$ cat src/rtl/jtdsp16_pkg.sv
// rtl/jtdsp16_pkg.sv - shared types for the DSP16 external ROM bus arbiter
// Purpose: arbiter state encoding, requester ids and bus widths.
// Ports: none (package).
package jtdsp16_pkg;

  localparam int ADDR_W = 16;
  localparam int DATA_W = 16;

  typedef enum logic [1:0] {
    ST_IDLE = 2'd0,
    ST_BUSY = 2'd1,
    ST_DONE = 2'd2
  } state_t;

  typedef enum logic [1:0] {
    ID_PT   = 2'd0,
    ID_IF   = 2'd1,
    ID_HOST = 2'd2,
    ID_NONE = 2'd3
  } req_id_t;

endpackage

$ cat src/rtl/jtdsp16_extbus_fbuf.sv
// rtl/jtdsp16_extbus_fbuf.sv - one-entry instruction fetch buffer
// Purpose: remembers the last fetched word so a refetch of the same address
//   is served without a bus access.
// Ports:
//   clk, rst_n, cen      clock, async active-low reset, clock enable
//   look_addr  -> hit    lookup address and hit flag (combinational)
//   hit_data             buffered word
//   wr, wr_addr, wr_data fill the entry (completed fetch)
//   inv, inv_addr        drop the entry when inv_addr matches (host access)
module jtdsp16_extbus_fbuf
  import jtdsp16_pkg::*;
(
  input  logic              clk,
  input  logic              rst_n,
  input  logic              cen,
  input  logic [ADDR_W-1:0] look_addr,
  output logic              hit,
  output logic [DATA_W-1:0] hit_data,
  input  logic              wr,
  input  logic [ADDR_W-1:0] wr_addr,
  input  logic [DATA_W-1:0] wr_data,
  input  logic              inv,
  input  logic [ADDR_W-1:0] inv_addr
);

  logic              buf_valid;
  logic [ADDR_W-1:0] buf_addr;
  logic [DATA_W-1:0] buf_data;

  always_ff @(posedge clk or negedge rst_n) begin
    if (!rst_n) begin
      buf_valid <= 1'b0;
      buf_addr  <= '0;
      buf_data  <= '0;
    end else if (cen) begin
      if (wr) begin
        buf_valid <= 1'b1;
        buf_addr  <= wr_addr;
        buf_data  <= wr_data;
      end else if (inv && inv_addr == buf_addr) begin
        buf_valid <= 1'b0;
      end
    end
  end

  assign hit      = buf_valid && (look_addr == buf_addr);
  assign hit_data = buf_data;

endmodule

$ cat src/rtl/jtdsp16_extbus_arb.sv
// rtl/jtdsp16_extbus_arb.sv - external ROM bus arbiter for PT / fetch / host
// Purpose: grants the external bus to one of three requesters (pt > if > host,
//   host forced after HOSTMAX denials), runs the cs/ok handshake with a
//   minimum wait and a timeout, and serves refetches from a one-entry buffer.
// Ports:
//   clk, rst_n, cen                 clock, async active-low reset, clock enable
//   pt_req/pt_addr/pt_ack           PT data read requester
//   if_req/if_addr/if_ack           instruction fetch requester
//   host_req/host_addr/host_ack     host/debug peek requester
//   rd_data                         read data, valid with any ack
//   cpu_stall                       halt toward the control unit
//   mem_addr/mem_cs/mem_ok/mem_din  slow memory interface
//   fault                           sticky timeout flag
module jtdsp16_extbus_arb
  import jtdsp16_pkg::*;
#(
  parameter int WAIT    = 1,
  parameter int TIMEOUT = 63,
  parameter int HOSTMAX = 4
) (
  input  logic        clk,
  input  logic        rst_n,
  input  logic        cen,
  input  logic        pt_req,
  input  logic [15:0] pt_addr,
  output logic        pt_ack,
  input  logic        if_req,
  input  logic [15:0] if_addr,
  output logic        if_ack,
  input  logic        host_req,
  input  logic [15:0] host_addr,
  output logic        host_ack,
  output logic [15:0] rd_data,
  output logic        cpu_stall,
  output logic [15:0] mem_addr,
  output logic        mem_cs,
  input  logic        mem_ok,
  input  logic [15:0] mem_din,
  output logic        fault
);

  localparam int TCW = $clog2(TIMEOUT + 1);
  localparam logic [3:0]     WAIT_C    = 4'(WAIT);
  localparam logic [TCW-1:0] TIMEOUT_C = TCW'(TIMEOUT);
  localparam logic [2:0]     HOSTMAX_C = 3'(HOSTMAX);

  state_t         state, state_nx;
  req_id_t        id, id_nx, win;
  logic [15:0]    win_addr, addr_nx, rd_nx;
  logic           cs_nx, pt_ack_nx, if_ack_nx, host_ack_nx, fault_nx;
  logic [3:0]     wcnt, wcnt_nx;
  logic [TCW-1:0] tcnt, tcnt_nx, tcnt_inc;
  logic [2:0]     host_deny, deny_nx;
  logic           done_ok, done_to;
  logic           fb_hit;
  logic [15:0]    fb_data;

  // A requester whose ack is showing this cycle has been served; its req may
  // still be high until it reacts, so it must not be granted a second time.
  logic pt_v, if_v, host_v;
  assign pt_v   = pt_req   & ~pt_ack;
  assign if_v   = if_req   & ~if_ack;
  assign host_v = host_req & ~host_ack;

  assign cpu_stall = (pt_req | if_req) & ~(pt_ack | if_ack);

  // mem_ok has priority over a timeout landing on the same cen.
  assign tcnt_inc = tcnt + 1'b1;
  assign done_ok  = (state == ST_BUSY) && (wcnt >= WAIT_C) && mem_ok;
  assign done_to  = (state == ST_BUSY) && !done_ok && (tcnt_inc == TIMEOUT_C);
  assign fault_nx = fault | done_to;

  always_comb begin
    win      = ID_NONE;
    win_addr = pt_addr;
    if (host_v && host_deny == HOSTMAX_C) begin
      win      = ID_HOST;
      win_addr = host_addr;
    end else if (pt_v) begin
      win      = ID_PT;
      win_addr = pt_addr;
    end else if (if_v) begin
      win      = ID_IF;
      win_addr = if_addr;
    end else if (host_v) begin
      win      = ID_HOST;
      win_addr = host_addr;
    end
  end

  jtdsp16_extbus_fbuf u_fbuf (
    .clk       (clk),
    .rst_n     (rst_n),
    .cen       (cen),
    .look_addr (if_addr),
    .hit       (fb_hit),
    .hit_data  (fb_data),
    .wr        (done_ok && id == ID_IF),
    .wr_addr   (mem_addr),
    .wr_data   (mem_din),
    .inv       ((done_ok || done_to) && id == ID_HOST),
    .inv_addr  (mem_addr)
  );

  always_comb begin
    state_nx    = state;
    id_nx       = id;
    addr_nx     = mem_addr;
    cs_nx       = mem_cs;
    rd_nx       = rd_data;
    pt_ack_nx   = 1'b0;
    if_ack_nx   = 1'b0;
    host_ack_nx = 1'b0;
    wcnt_nx     = wcnt;
    tcnt_nx     = tcnt;
    deny_nx     = host_deny;
    case (state)
      ST_IDLE: begin
        if (win != ID_NONE) begin
          if (win == ID_HOST)
            deny_nx = 3'd0;
          else if (host_req && host_deny != HOSTMAX_C)
            deny_nx = host_deny + 3'd1;
          if (win == ID_IF && fb_hit) begin
            if_ack_nx = 1'b1;
            rd_nx     = fb_data;
          end else begin
            id_nx    = win;
            addr_nx  = win_addr;
            cs_nx    = 1'b1;
            wcnt_nx  = 4'd0;
            tcnt_nx  = '0;
            state_nx = ST_BUSY;
          end
        end
      end
      ST_BUSY: begin
        wcnt_nx = (wcnt == 4'hF) ? wcnt : wcnt + 4'd1;
        tcnt_nx = tcnt_inc;
        if (done_ok || done_to) begin
          rd_nx    = done_ok ? mem_din : 16'hFFFF;
          cs_nx    = 1'b0;
          state_nx = ST_DONE;
          case (id)
            ID_PT:   pt_ack_nx   = 1'b1;
            ID_IF:   if_ack_nx   = 1'b1;
            ID_HOST: host_ack_nx = 1'b1;
            default: ;
          endcase
        end
      end
      ST_DONE: state_nx = ST_IDLE;
      default: state_nx = ST_IDLE;
    endcase
  end

  always_ff @(posedge clk or negedge rst_n) begin
    if (!rst_n) begin
      state     <= ST_IDLE;
      id        <= ID_NONE;
      mem_addr  <= 16'h0000;
      mem_cs    <= 1'b0;
      rd_data   <= 16'h0000;
      pt_ack    <= 1'b0;
      if_ack    <= 1'b0;
      host_ack  <= 1'b0;
      wcnt      <= 4'd0;
      tcnt      <= '0;
      host_deny <= 3'd0;
      fault     <= 1'b0;
    end else if (cen) begin
      state     <= state_nx;
      id        <= id_nx;
      mem_addr  <= addr_nx;
      mem_cs    <= cs_nx;
      rd_data   <= rd_nx;
      pt_ack    <= pt_ack_nx;
      if_ack    <= if_ack_nx;
      host_ack  <= host_ack_nx;
      wcnt      <= wcnt_nx;
      tcnt      <= tcnt_nx;
      host_deny <= deny_nx;
      fault     <= fault_nx;
    end
  end

endmodule

$ cat config.mk
export PLATFORM = sky130hd
export DESIGN_NAME = jtdsp16_extbus_arb
export DESIGN_NICKNAME = d
export VERILOG_FILES = /design/src/rtl/jtdsp16_pkg.sv /design/src/rtl/jtdsp16_extbus_fbuf.sv /design/src/rtl/jtdsp16_extbus_arb.sv
export SDC_FILE = /design/constraint.sdc
export NUM_CORES = 1
export LEC_CHECK = 0
export CAP_MARGIN = 20
export CORE_MARGIN = 8
export CORE_UTILIZATION = 52
export CTS_BUF_LIST = sky130_fd_sc_hd__clkbuf_4 sky130_fd_sc_hd__clkbuf_8
export CTS_CLUSTER_DIAMETER = 30
export CTS_CLUSTER_SIZE = 14
export DETAILED_ROUTE_END_ITERATION = 8
export GPL_ROUTABILITY_DRIVEN = 0
export PLACE_DENSITY = 0.83
export SETUP_SLACK_MARGIN = 0.5
export SLEW_MARGIN = 20
export SYNTH_ARGS = -nofsm -noshare
export SYNTH_HDL_FRONTEND = slang
export SYNTH_HIERARCHICAL = 1
export SYNTH_SLANG_ARGS = --single-unit
$ cat constraint.sdc
create_clock -name clk -period 2.75 [get_ports clk]
set_input_delay 0.55 -clock clk [delete_from_list [all_inputs] [get_ports clk]]
set_output_delay 0.55 -clock clk [all_outputs]
set_load 0.01 [all_outputs]
==> results_dict.tcl <==
set metrics [dict create \
    status "finished clean" \
    cts_tree "built" \
    post-place-ws_ps -274 \
    slew_violations 0 \
    io_buffers 108 \
    layout_common_cells "90 x clkdlybuf4s50_1, 81 x dfrtp_1, 45 x nand2_1" \
    synthTopCellsByArea "dfrtp_1 45%, mux2_2 9.3%, xnor2_1 5.4%" \
    layout-drive-gt1-share_pct 29.3 \
    synth_xor_area_share_pct 6.33 \
    synth_top_area_share_pct 45.2 \
    holdWs_ps 194 \
    synth_cell_type_count 54 \
    netlist_area_sq_um 4700 \
    clock-sinks 87 \
    crit_arrival_ps 2640 \
    die_area_sq_um 12300 \
    yosysWarnings 6 \
    yosysSeqAreaShare_pct 46.4 \
    coreArea_sq_um 8760 \
    combPwrFrac_pct 50.4 \
    firstDrtPassIters 5 \
    post_synth.cell_area_avg_sq_um 10.7 \
    slew_headroom_pct 51.4 \
    yosysTopAreaCell "dfrtp_1" \
    die_x_um 111 \
    max_freq_mhz 419 \
    synth-async-reset-ratio_pct 100 \
    antenna_found_initial 0 \
    nNetsFinal 653 \
    fin_worst_skew_ps 17.9 \
    synth_compound_area_share_pct 17.1 \
    postRouteAntennaNets 0 \
    internal_power_mw 4.37 \
    clk_pin_slew_ps 90 \
    rsz0062_at_grt "yes" \
    clock-root-buffer "clkbuf_8" \
    swShare_pct 39.3 \
    synth_nets 517 \
    synth_enable_flop_cells 0 \
    p_per_area_nw_per_um2 1070 \
    synthFlopType "dfrtp_1" \
    setup.worst_path.class "reg -> reg" \
    grt_pass1_vias 4307 \
    grt_max_degree 46 \
    overflow 0 \
    wl_mm 14.5 \
    dp_cells 650 \
    placementRows 34 \
    fin_crit_ps 2390 \
    dp_hpwl_mm 9.36 \
    hold_buffers 0 \
    cp-end-kind "flop" \
    synth-simple-area-share_pct 12.5 \
    setup_viol 0 \
    track_usage_pct 22.0 \
    wl_per_cell_um 21.0 \
    vias 4134 \
    antenna_cells 0 \
    drc 0 \
    clkPwrFrac_pct 14.3 \
    clock_latency_ps 370 \
    cap_violations 0 \
    final_cells 688 \
    seq_area_sq_um 2180 \
    vdd_drop_max_mv 0.466 \
    synth_fa_ha_area_share_pct 1.86 \
    synth-seq-cells 87 \
    layout_commonest_cell "clkdlybuf4s50_1" \
    seqPwrFrac_pct 35.3 \
    r2r_slack_ps 360 \
    synth_cells 439 \
    hold_violations 0 \
    vias_per_cell 6.01 \
    fin_setup_tns_ps 0 \
    clockBufferDepth 2 \
    start_util_pct 53.7 \
    synth_top_family_by_area "compound AO/OA/AOI/OAI gates" \
    timing.final.ws_setup_ps 362 \
    tightest_slew_ps 729 \
    drt_iter0_drc 258 \
    multi_input_area_sq_um 2680 \
    crit_required_ps 3000 \
    crit_path_start_kind "flop" \
    fin_crit_sh_pct 86.8 \
    cp_max_fo 6 \
    cts_made_buffers 9 \
    die_h_um 111 \
    hold_class "in -> async" \
    fillers 569 \
    leakage_nw 2.85 \
    h-tree-depth 3 \
    grt_pass1_wl_mm 22.3 \
    area_growth_pct 43.2 \
    ios 109 \
    synthMuxAreaShare_pct 12.5 \
    p_sw_mw 2.83 \
]
metal layers:
layer / GRT usage, % / wire length, um
met1: 24.3 / 5570
met2: 38.8 / 7390
met3: 6.49 / 1100
met4: 8.80 / 391
met5: 0 / 0
power by group through the flow:
stage                     Combinational [mW]  Sequential, mW  Clock [mW]
after detailed placement                2.98            2.44           0
after floorplan                         1.79            2.40           0
after CTS                               3.36            2.48        1.03
after global placement                  2.87            2.39           0
after global routing                    3.89            2.60        1.09
final                                   3.63            2.54        1.03
critical path, cell delays in order (launching register included):
cell	delay, ps
dfrtp_2	450
xor2_2	150
nor4_2	270
nand4_1	140
nor4_2	210
nand4_1	220
a21oi_4	280
o21ai_4	120
buf_12	160
mux2_4	300
flip-flops by register name (all words and copies together), names as in the netlist, 2 cells and up:
name and count:
id 2, host_deny 3, u_fbuf/hit_data 16, mem_addr 16
state 2, rd_data 16, tcnt 6, wcnt 4
u_fbuf/buf_addr 16
worst paths after layout:
path | to | from | depth (start not counted)
max reg2reg | rd_data[14] | u_fbuf/buf_addr[2] | 9
min | tcnt[1] | rst_n | 1
max in group asynchronous | fault | rst_n | 2
min in group clk | fault | fault | 1
min reg2reg | fault | fault | 1
max | rd_data[14] | u_fbuf/buf_addr[2] | 9
synthesized netlist by cell type, drive strengths merged, types with 2 or more instances:
cell type / number
nor2: 25
and2: 4
dfrtp: 85
xnor2: 29
o22a: 2
nor2b: 4
nor3: 3
clkbuf: 9
nand4: 8
nand3: 6
a41oi: 3
o22ai: 3
buf: 12
nand2b: 8
a22oi: 17
a311oi: 2
ha: 7
nor4: 3
a22o: 19
xor2: 5
nand2: 46
nand4b: 3
dfstp: 2
a21oi: 26
o41ai: 2
inv: 12
mux2: 49
o21ai: 30
per-stage QoR:
step | total power [mW] | utilization (%) | cell area (sq um)
after floorplan | 4.19 | - | 4710
after global placement | 5.26 | 68.1 | 5970
after detailed placement | 5.42 | 68.1 | 5970
after CTS | 6.87 | 74.5 | 6530
after global routing | 7.57 | 76.8 | 6730
final | 7.19 | 76.8 | 6730
logic make-up (layout without fill, tap and decap cells):
kind of cell | count (synthesis) | count (layout)
buffers and inverters | 33 | 173
flip-flops | 87 | 87
multiplexers | 49 | 49
XOR/XNOR | 34 | 34
AND/OR/NAND/NOR | 116 | 116
AO/OA/AOI/OAI | 113 | 114
adder cells (fa/ha/maj) | 7 | 7
final cells by class:
cell class	instances	share of cell area, %
tap	108	2.01
multi-input combinational	320	39.8
clock inverter	7	1.52
clock buffer	9	1.84
timing repair buffer	145	21.7
sequential	87	32.4
inverter	12	0.669
repair_timing:
item                       4_1_cts  5_1_grt
pin swaps                       13       19
buffers inserted                 8       11
resized for setup               73       32
setup endpoints to repair       47       78
gates cloned                     3        0
No activity file was read; power rests on OpenSTA's default activity.
